$ cat config.mk
export PLATFORM = sky130hd
export DESIGN_NAME = lsdbuf_readout_ctrl
export DESIGN_NICKNAME = d
export VERILOG_FILES = /design/src/rtl/lsd_pkg.sv /design/src/rtl/lsdbuf_readout_ctrl.sv
export SDC_FILE = /design/constraint.sdc
export NUM_CORES = 1
export LEC_CHECK = 0
export CORE_MARGIN = 5
export CORE_UTILIZATION = 40
export CTS_BUF_LIST = sky130_fd_sc_hd__clkbuf_8
export DETAILED_ROUTE_END_ITERATION = 8
export PLACE_DENSITY = 0.68
export SYNTH_ARGS = -nofsm -noshare
export SYNTH_HDL_FRONTEND = slang
export SYNTH_SLANG_ARGS = --single-unit
export TNS_END_PERCENT = 20
$ cat constraint.sdc
create_clock -name clk -period 5.4 [get_ports clk]
set_input_delay 1.08 -clock clk [delete_from_list [all_inputs] [get_ports clk]]
set_output_delay 1.08 -clock clk [all_outputs]
set_load 0.1 [all_outputs]
$ cat src/rtl/lsd_pkg.sv
// lsd_pkg: shared LSD buffer widths, segment record and readout state encoding
package lsd_pkg;
  localparam int HW = $clog2(800);
  localparam int VW = $clog2(525);
  localparam int AW = $clog2(4096);
  typedef struct packed {
    logic [VW-1:0] start_v;
    logic [HW-1:0] start_h;
    logic [VW-1:0] end_v;
    logic [HW-1:0] end_h;
  } seg_t;
  typedef enum logic [2:0] {
    S_IDLE,
    S_WAIT_RDY,
    S_WAIT_DATA,
    S_SEND,
    S_RELEASE
  } lsdrd_state_t;
endpackage

$ cat src/rtl/lsdbuf_readout_ctrl.sv
// lsdbuf_readout_ctrl: locks the LSD buffer and streams its segments as valid/ready beats
module lsdbuf_readout_ctrl #(
  parameter int H_FRAME = 800,
  parameter int V_FRAME = 525,
  parameter int LSD_BUFSIZE = 4096,
  parameter int RD_LATENCY = 2,
  parameter int READY_TIMEOUT = 65535,
  localparam int HW = $clog2(H_FRAME),
  localparam int VW = $clog2(V_FRAME),
  localparam int AW = $clog2(LSD_BUFSIZE)
) (
  input  logic                   clk,
  input  logic                   rst,
  input  logic                   start,
  input  logic                   abort,
  output logic                   out_lsdbuf_write_protect,
  output logic [AW-1:0]          out_lsdbuf_raddr,
  input  logic                   in_lsdbuf_ready,
  input  logic [AW-1:0]          in_lsdbuf_line_num,
  input  logic [VW-1:0]          in_lsdbuf_start_v,
  input  logic [HW-1:0]          in_lsdbuf_start_h,
  input  logic [VW-1:0]          in_lsdbuf_end_v,
  input  logic [HW-1:0]          in_lsdbuf_end_h,
  output logic                   m_valid,
  input  logic                   m_ready,
  output logic [2*(VW+HW)-1:0]   m_data,
  output logic                   m_last,
  output logic                   busy,
  output logic                   done,
  output logic [AW:0]            lines_read,
  output logic                   err_timeout,
  output logic                   err_clamp
);
  import lsd_pkg::*;
  localparam int LW = $clog2(RD_LATENCY + 1);
  localparam int TW = $clog2(READY_TIMEOUT + 1);
  localparam logic [AW:0] CAP = (AW+1)'(LSD_BUFSIZE);
  lsdrd_state_t r_state, w_next;
  logic [TW-1:0] r_timer;
  logic [LW-1:0] r_lat;
  logic [AW:0] r_total, w_total, r_lines;
  logic [AW-1:0] r_raddr;
  logic [2*(VW+HW)-1:0] r_data;
  logic r_wp, r_valid, r_last, r_done, r_err_timeout, r_err_clamp;
  logic w_clamp, w_lat_done, w_timeout, w_accept;
  assign out_lsdbuf_write_protect = r_wp;
  assign out_lsdbuf_raddr = r_raddr;
  assign m_valid = r_valid;
  assign m_data = r_data;
  assign m_last = r_last;
  assign busy = r_state != S_IDLE;
  assign done = r_done;
  assign lines_read = r_lines;
  assign err_timeout = r_err_timeout;
  assign err_clamp = r_err_clamp;
  always_comb begin
    w_clamp = {1'b0, in_lsdbuf_line_num} > CAP;
    w_total = w_clamp ? CAP : {1'b0, in_lsdbuf_line_num};
    w_lat_done = r_lat == LW'(RD_LATENCY - 1);
    w_timeout = r_timer == TW'(READY_TIMEOUT - 1);
    w_accept = r_valid && m_ready;
    w_next = r_state;
    case (r_state)
      S_IDLE:      w_next = start ? S_WAIT_RDY : S_IDLE;
      S_WAIT_RDY:  w_next = abort ? S_RELEASE :
                            in_lsdbuf_ready ? (w_total == '0 ? S_RELEASE : S_WAIT_DATA) :
                            w_timeout ? S_RELEASE : S_WAIT_RDY;
      S_WAIT_DATA: w_next = abort ? S_RELEASE : w_lat_done ? S_SEND : S_WAIT_DATA;
      S_SEND:      w_next = (abort || (w_accept && r_last)) ? S_RELEASE :
                            w_accept ? S_WAIT_DATA : S_SEND;
      S_RELEASE:   w_next = S_IDLE;
      default:     w_next = S_IDLE;
    endcase
  end
  always_ff @(posedge clk) begin
    if (rst) r_state <= S_IDLE;
    else r_state <= w_next;
  end
  always_ff @(posedge clk) begin
    if (rst) begin
      r_wp <= 1'b0;
      r_raddr <= '0;
      r_lines <= '0;
      r_total <= '0;
      r_timer <= '0;
      r_lat <= '0;
      r_data <= '0;
      r_valid <= 1'b0;
      r_last <= 1'b0;
      r_done <= 1'b0;
      r_err_timeout <= 1'b0;
      r_err_clamp <= 1'b0;
    end else begin
      r_done <= r_state == S_RELEASE;
      case (r_state)
        S_IDLE: if (start) begin
          r_wp <= 1'b1;
          r_raddr <= '0;
          r_lines <= '0;
          r_err_timeout <= 1'b0;
          r_err_clamp <= 1'b0;
          r_timer <= '0;
        end
        S_WAIT_RDY: begin
          r_timer <= r_timer + 1'b1;
          if (!abort && in_lsdbuf_ready) begin
            r_total <= w_total;
            r_err_clamp <= w_clamp;
            r_lat <= '0;
          end else if (!abort && w_timeout) r_err_timeout <= 1'b1;
        end
        S_WAIT_DATA: begin
          r_lat <= r_lat + 1'b1;
          if (!abort && w_lat_done) begin
            r_data <= {in_lsdbuf_start_v, in_lsdbuf_start_h, in_lsdbuf_end_v, in_lsdbuf_end_h};
            r_valid <= 1'b1;
            r_last <= {1'b0, r_raddr} == r_total - 1'b1;
          end
        end
        S_SEND: begin
          // an accept in the abort cycle still counts; an unaccepted beat is dropped
          if (w_accept) r_lines <= (r_lines == r_total) ? r_lines : r_lines + 1'b1;
          if (w_accept || abort) r_valid <= 1'b0;
          if (w_accept && !r_last && !abort) begin
            r_raddr <= r_raddr + 1'b1;
            r_lat <= '0;
          end
        end
        S_RELEASE: begin
          r_wp <= 1'b0;
          r_last <= 1'b0;
        end
        default: ;
      endcase
    end
  end
endmodule
After elaboration in Yosys (flattened, before gate mapping)
Cells that the tools add are included.

word-level totals
  latch bits = 0
  RAM bits = 0
  logic and storage cells = 103
  ROM bits = 0
  output and inout bits = 72
  bits in registers = 105
  memories kept = 0
  input port bits = 58

operators by class
  multiply operators = 0
  magnitude comparators = 1
  bitwise gates (word level) = 0
  reductions and logical operators = 31
  add/sub/neg operators = 5
  shift operators = 0
  muxes and demuxes = 36
  equality and inequality tests = 17
  divide/modulo/power cells = 0

operators with widths
  operator                 count
  $mux W13                 4
  $pmux W16 S2             1
  $pmux W13 S2             1
  $mux W12                 2
  $pmux W12 S2             1
  $mux W3                  6
  $ne A2 B2 Y1 const B     9
  $add A16 B1 Y16 const B  1
  $eq A16 B16 Y1 const B   1
  $mux W16                 1
  $add A13 B1 Y13 const B  1
  $eq A12 B13 Y1           1
  $eq A13 B13 Y1           1
  $gt A12 B13 Y1 const B   1
  $logic_not A13 Y1        1
  $sub A13 B1 Y13 const B  1
  $add A12 B1 Y12 const B  1
  $pmux W3 S4              1
  $reduce_and A3 Y1        4
  $mux W1                  11
  $pmux W1 S2              5
  $reduce_and A2 Y1        5
  $reduce_bool A2 Y1       5
  $reduce_and A4 Y1        2
  12 further kinds         23

Logic depth before layout (Yosys ltp)
  word-level depth = 7
  mapped depth = 8
  mapped depth without buffers = 7

Least setup slack after synthesis
Ideal clock, no wire load.

  path type = flip-flop to output port
  from = register r_state[2]
  to = output busy
  stages on the path, launching flop included = 3
  arrival = 1403 ps
  data required time = 4320 ps
  slack = 2917 ps
  buffers on the path = 1
  path through = dfxtp_1 clkbuf_1 or3_1

on the way
  cells in the longest elaborated chain, start to end = 1

ends and longest elaborated chain
  element                 RTL line                   source
  from (decl)             lsdbuf_readout_ctrl.sv:38  lsdrd_state_t r_state, w_next;
  from (signal assigned)  lsdbuf_readout_ctrl.sv:77  else r_state <= w_next;
  $reduce_bool A3 Y1      lsdbuf_readout_ctrl.sv:51  assign busy = r_state != S_IDLE;
  to (decl)               lsdbuf_readout_ctrl.sv:28  output logic busy,

Every way passes these cells.

Final worst setup path
Same ends and word-level chain as after synthesis.

==> impl_metrics.py <==
metrics = {
    "synthesis": {
        "yosys_warnings": 0,
        "yosysUniqueCellTypes": 56,
        "ys_seq_elements": 103,
        "syn_area_um2": 4990,
        "synth_fp_nets": 682,
        "synth-main-ff-cell": "dfxtp_1",
        "synthCells": 618,
        "async_reset_ff_share_pct": 0,
        "ys_seq_area_share_pct": 41.3,
        "syn_area_per_cell_um2": 8.07,
        "synth_edf_count": 0,
    },
    "timing": {
        "worstMarginPinSlew_ns": 1.02,
        "hold_viol_final": 0,
        "rsz0062_at_grt": "no",
        "fin_crit_sh_pct": 63.1,
        "final-max-slew-violation-count": 0,
        "fmax_mhz": 293,
        "relSlewSlack_pct": 31.9,
        "tns_ns": 0,
        "setup_viol_count_final": 0,
        "skew_ns": 0.0147,
        "period_needed_ns": 3.41,
    },
    "die": {
        "die_w_um": 122,
        "die_y_um": 122,
        "rows": 40,
        "start_util_pct": 41.2,
        "dieArea_um2": 14800,
        "ios": 130,
        "coreArea_um2": 12100,
    },
    "setup_path": {
        "cp-startpoint": "r_state[2]",
        "criticalPathCategory": "flop to primary output",
        "r2r_setup_slack_ns": 3.15,
        "slowest_delay_ns": 1.13,
        "required_ns": 4.32,
        "cp_slowest_cell": "clkdlybuf4s50_1",
        "crit_path_end_kind": "primary output",
        "cp-start-kind": "flop",
        "worstPathArrival_ns": 2.33,
        "cp_cell_sequence": "or3_1 > clkdlybuf4s50_1",
        "r2r-start": "r_state[0]",
        "ff2ff_path_depth": 6,
        "critPathMaxFanout": 15,
    },
    "detailed_routing": {
        "viasPerCell": 5.34,
        "num_vias": 4751,
        "drt_iter0_markers": 253,
        "firstDrtPassIters": 4,
        "postRouteAntennaNets": 0,
        "drc": 0,
        "wl_mm": 13.4,
        "wire_per_inst_um": 15.1,
    },
    "clocking": {
        "clk_path_buf_depth": 2,
        "cts-root-buf": "clkbuf_8",
        "clk_latency_ns": 0.38,
        "cts_tree": "built",
        "htreeDepth": 3,
        "cts_made_buffers": 9,
        "clk_pin_slew_ns": 0.09,
        "post_cts_resized": 0,
        "post-cts-setup-buffer-count": 0,
        "hold_buffers": 0,
        "clkSinkCount": 103,
    },
    "global_routing": {
        "grtUsageMet2_pct": 31.5,
        "gr-total-overflow": 0,
        "busiest_layer": "met2",
        "grt_pass1_wl_mm": 22.1,
        "grt_pass1_vias": 4564,
        "grtUsageTotal_pct": 18.2,
        "grtUsageMet1_pct": 21.0,
        "grt_util_met3_pct": 6.27,
        "grt_max_degree": 56,
        "antenna_found_initial": 0,
    },
    "run_status": {
        "status": "finished, final reports clean",
    },
    "pwr": {
        "power_w": 0.00139,
        "p_leak_nw": 2.29,
        "irDropWorstVdd_v": 0.000127,
        "power_density_nw_per_um2": 214,
    },
    "placement": {
        "dp_hpwl_mm": 9.86,
        "numPortBuffers": 128,
        "gp_congestion": 0.839,
    },
    "finish": {
        "synthToLayoutAreaGrowth_pct": 30.2,
        "drive_gt1_share_pct": 5.40,
        "utilization_pct": 53.6,
        "diodes": 0,
        "final_nets": 782,
    },
    "min_path": {
        "whs_path_depth": 2,
        "worstHoldStart": "m_data[3]",
        "min_path_type": "flop to flop",
    },
    "run": {
        "drv_cap": 0,
    },
}
[flip-flops by register name, indices dropped and copies added, names as in the netlist]
| name | flops |
|---|---|
| r_state | 3 |
| out_lsdbuf_write_protect | 1 |
| out_lsdbuf_raddr | 12 |
| r_total | 12 |
| m_last | 1 |
| lines_read | 13 |
| m_data | 40 |
| r_timer | 16 |
| done | 1 |
| err_timeout | 1 |
| r_lat | 2 |
| m_valid | 1 |
[power breakdown]
| part | leakage [nW] | switching, W | internal, W |
|---|---|---|---|
| Combinational | 1.36 | 0.0000880 | 0.0000711 |
| Sequential | 0.830 | 0.00000978 | 0.000764 |
| Clock | 0.0918 | 0.000268 | 0.000192 |
| Total | 2.29 | 0.000365 | 0.00103 |
[area by class of cell]
cell class	instances	area, um^2
clock inverters	4	30.0
fillers	1191	5610
flip-flops and latches	103	2060
inverters	11	41.3
repair buffers	133	1310
multi-input cells	460	2690
clock buffers	11	151
well taps	168	210
[synth_stat cells (8+ instances only)]
cell	count	area (um^2)
a21oi_1	75	375
a31oi_1	8	50.1
and3_1	9	56.3
buf_2	11	55.1
clkbuf_1	30	113
dfxtp_1	103	2060
inv_1	11	41.3
mux2i_1	18	180
nand2_1	112	420
nand3_1	19	95.1
nor2_1	42	158
nor3_1	18	90.1
nor4_1	9	56.3
o21ai_0	11	55.1
or3_1	17	106
xnor2_1	12	105
xor2_1	16	140
[final timing paths]
path / endpoint
min reg2reg: m_data[3]
max reg2reg: r_state[1]
max: busy
min: m_data[3]
[logic make-up (layout without fill, tap and decap cells)]
group / after synthesis / in the layout / share of synthesized area [%]
AND/OR/NAND/NOR: 277 / 277 / 27.7
AO/OA/AOI/OAI: 126 / 126 / 15.1
flip-flops: 103 / 103 / 41.3
buffers and inverters: 55 / 159 / 4.79
XOR/XNOR: 28 / 28 / 4.91
multiplexers: 22 / 22 / 4.51
adder cells (fa/ha/maj): 6 / 6 / 1.50
other: 1 / 1 / 0.0752
[metrics by stage]
step | worst slack, ns | std cells | hold WS, ns | cell area [um^2]
4_1_cts | 1.96 | 890 | 0.459 | 6500
3_3_place_gp | 2.15 | 875 | 0.441 | 6320
3_5_place_dp | 2.12 | 875 | 0.446 | 6320
2_1_floorplan | 2.92 | 618 | 0.444 | 4990
5_1_grt | 1.88 | 890 | 0.476 | 6500
6_report | 1.99 | 890 | 0.457 | 6500
[routing by layer]
metal | vias to the layer above | routed length [um]
met3 | 17 | 1080
li1 | 2366 | -
met2 | 140 | 6410
met4 | 0 | 220
met1 | 2228 | 5700
met5 | - | 0
[layout by cell type (no fill, tap or decap), types with 12 or more instances in the layout]
| cell | count |
|---|---|
| xnor2_1 | 12 |
| nand3_1 | 19 |
| mux2i_1 | 18 |
| clkdlybuf4s50_1 | 127 |
| or3_1 | 17 |
| nor3_1 | 18 |
| nor2_1 | 42 |
| a21oi_1 | 75 |
| xor2_1 | 16 |
| nand2_1 | 112 |
| dfxtp_1 | 103 |
[critical path, delay by kind of cell, from the launching register on]
family / cells / cell delay (ns)
flops: 1 / 0.64
buf+inv: 1 / 1.13
simple gates: 1 / 0.19
No activity file was read; power rests on OpenSTA's default activity.
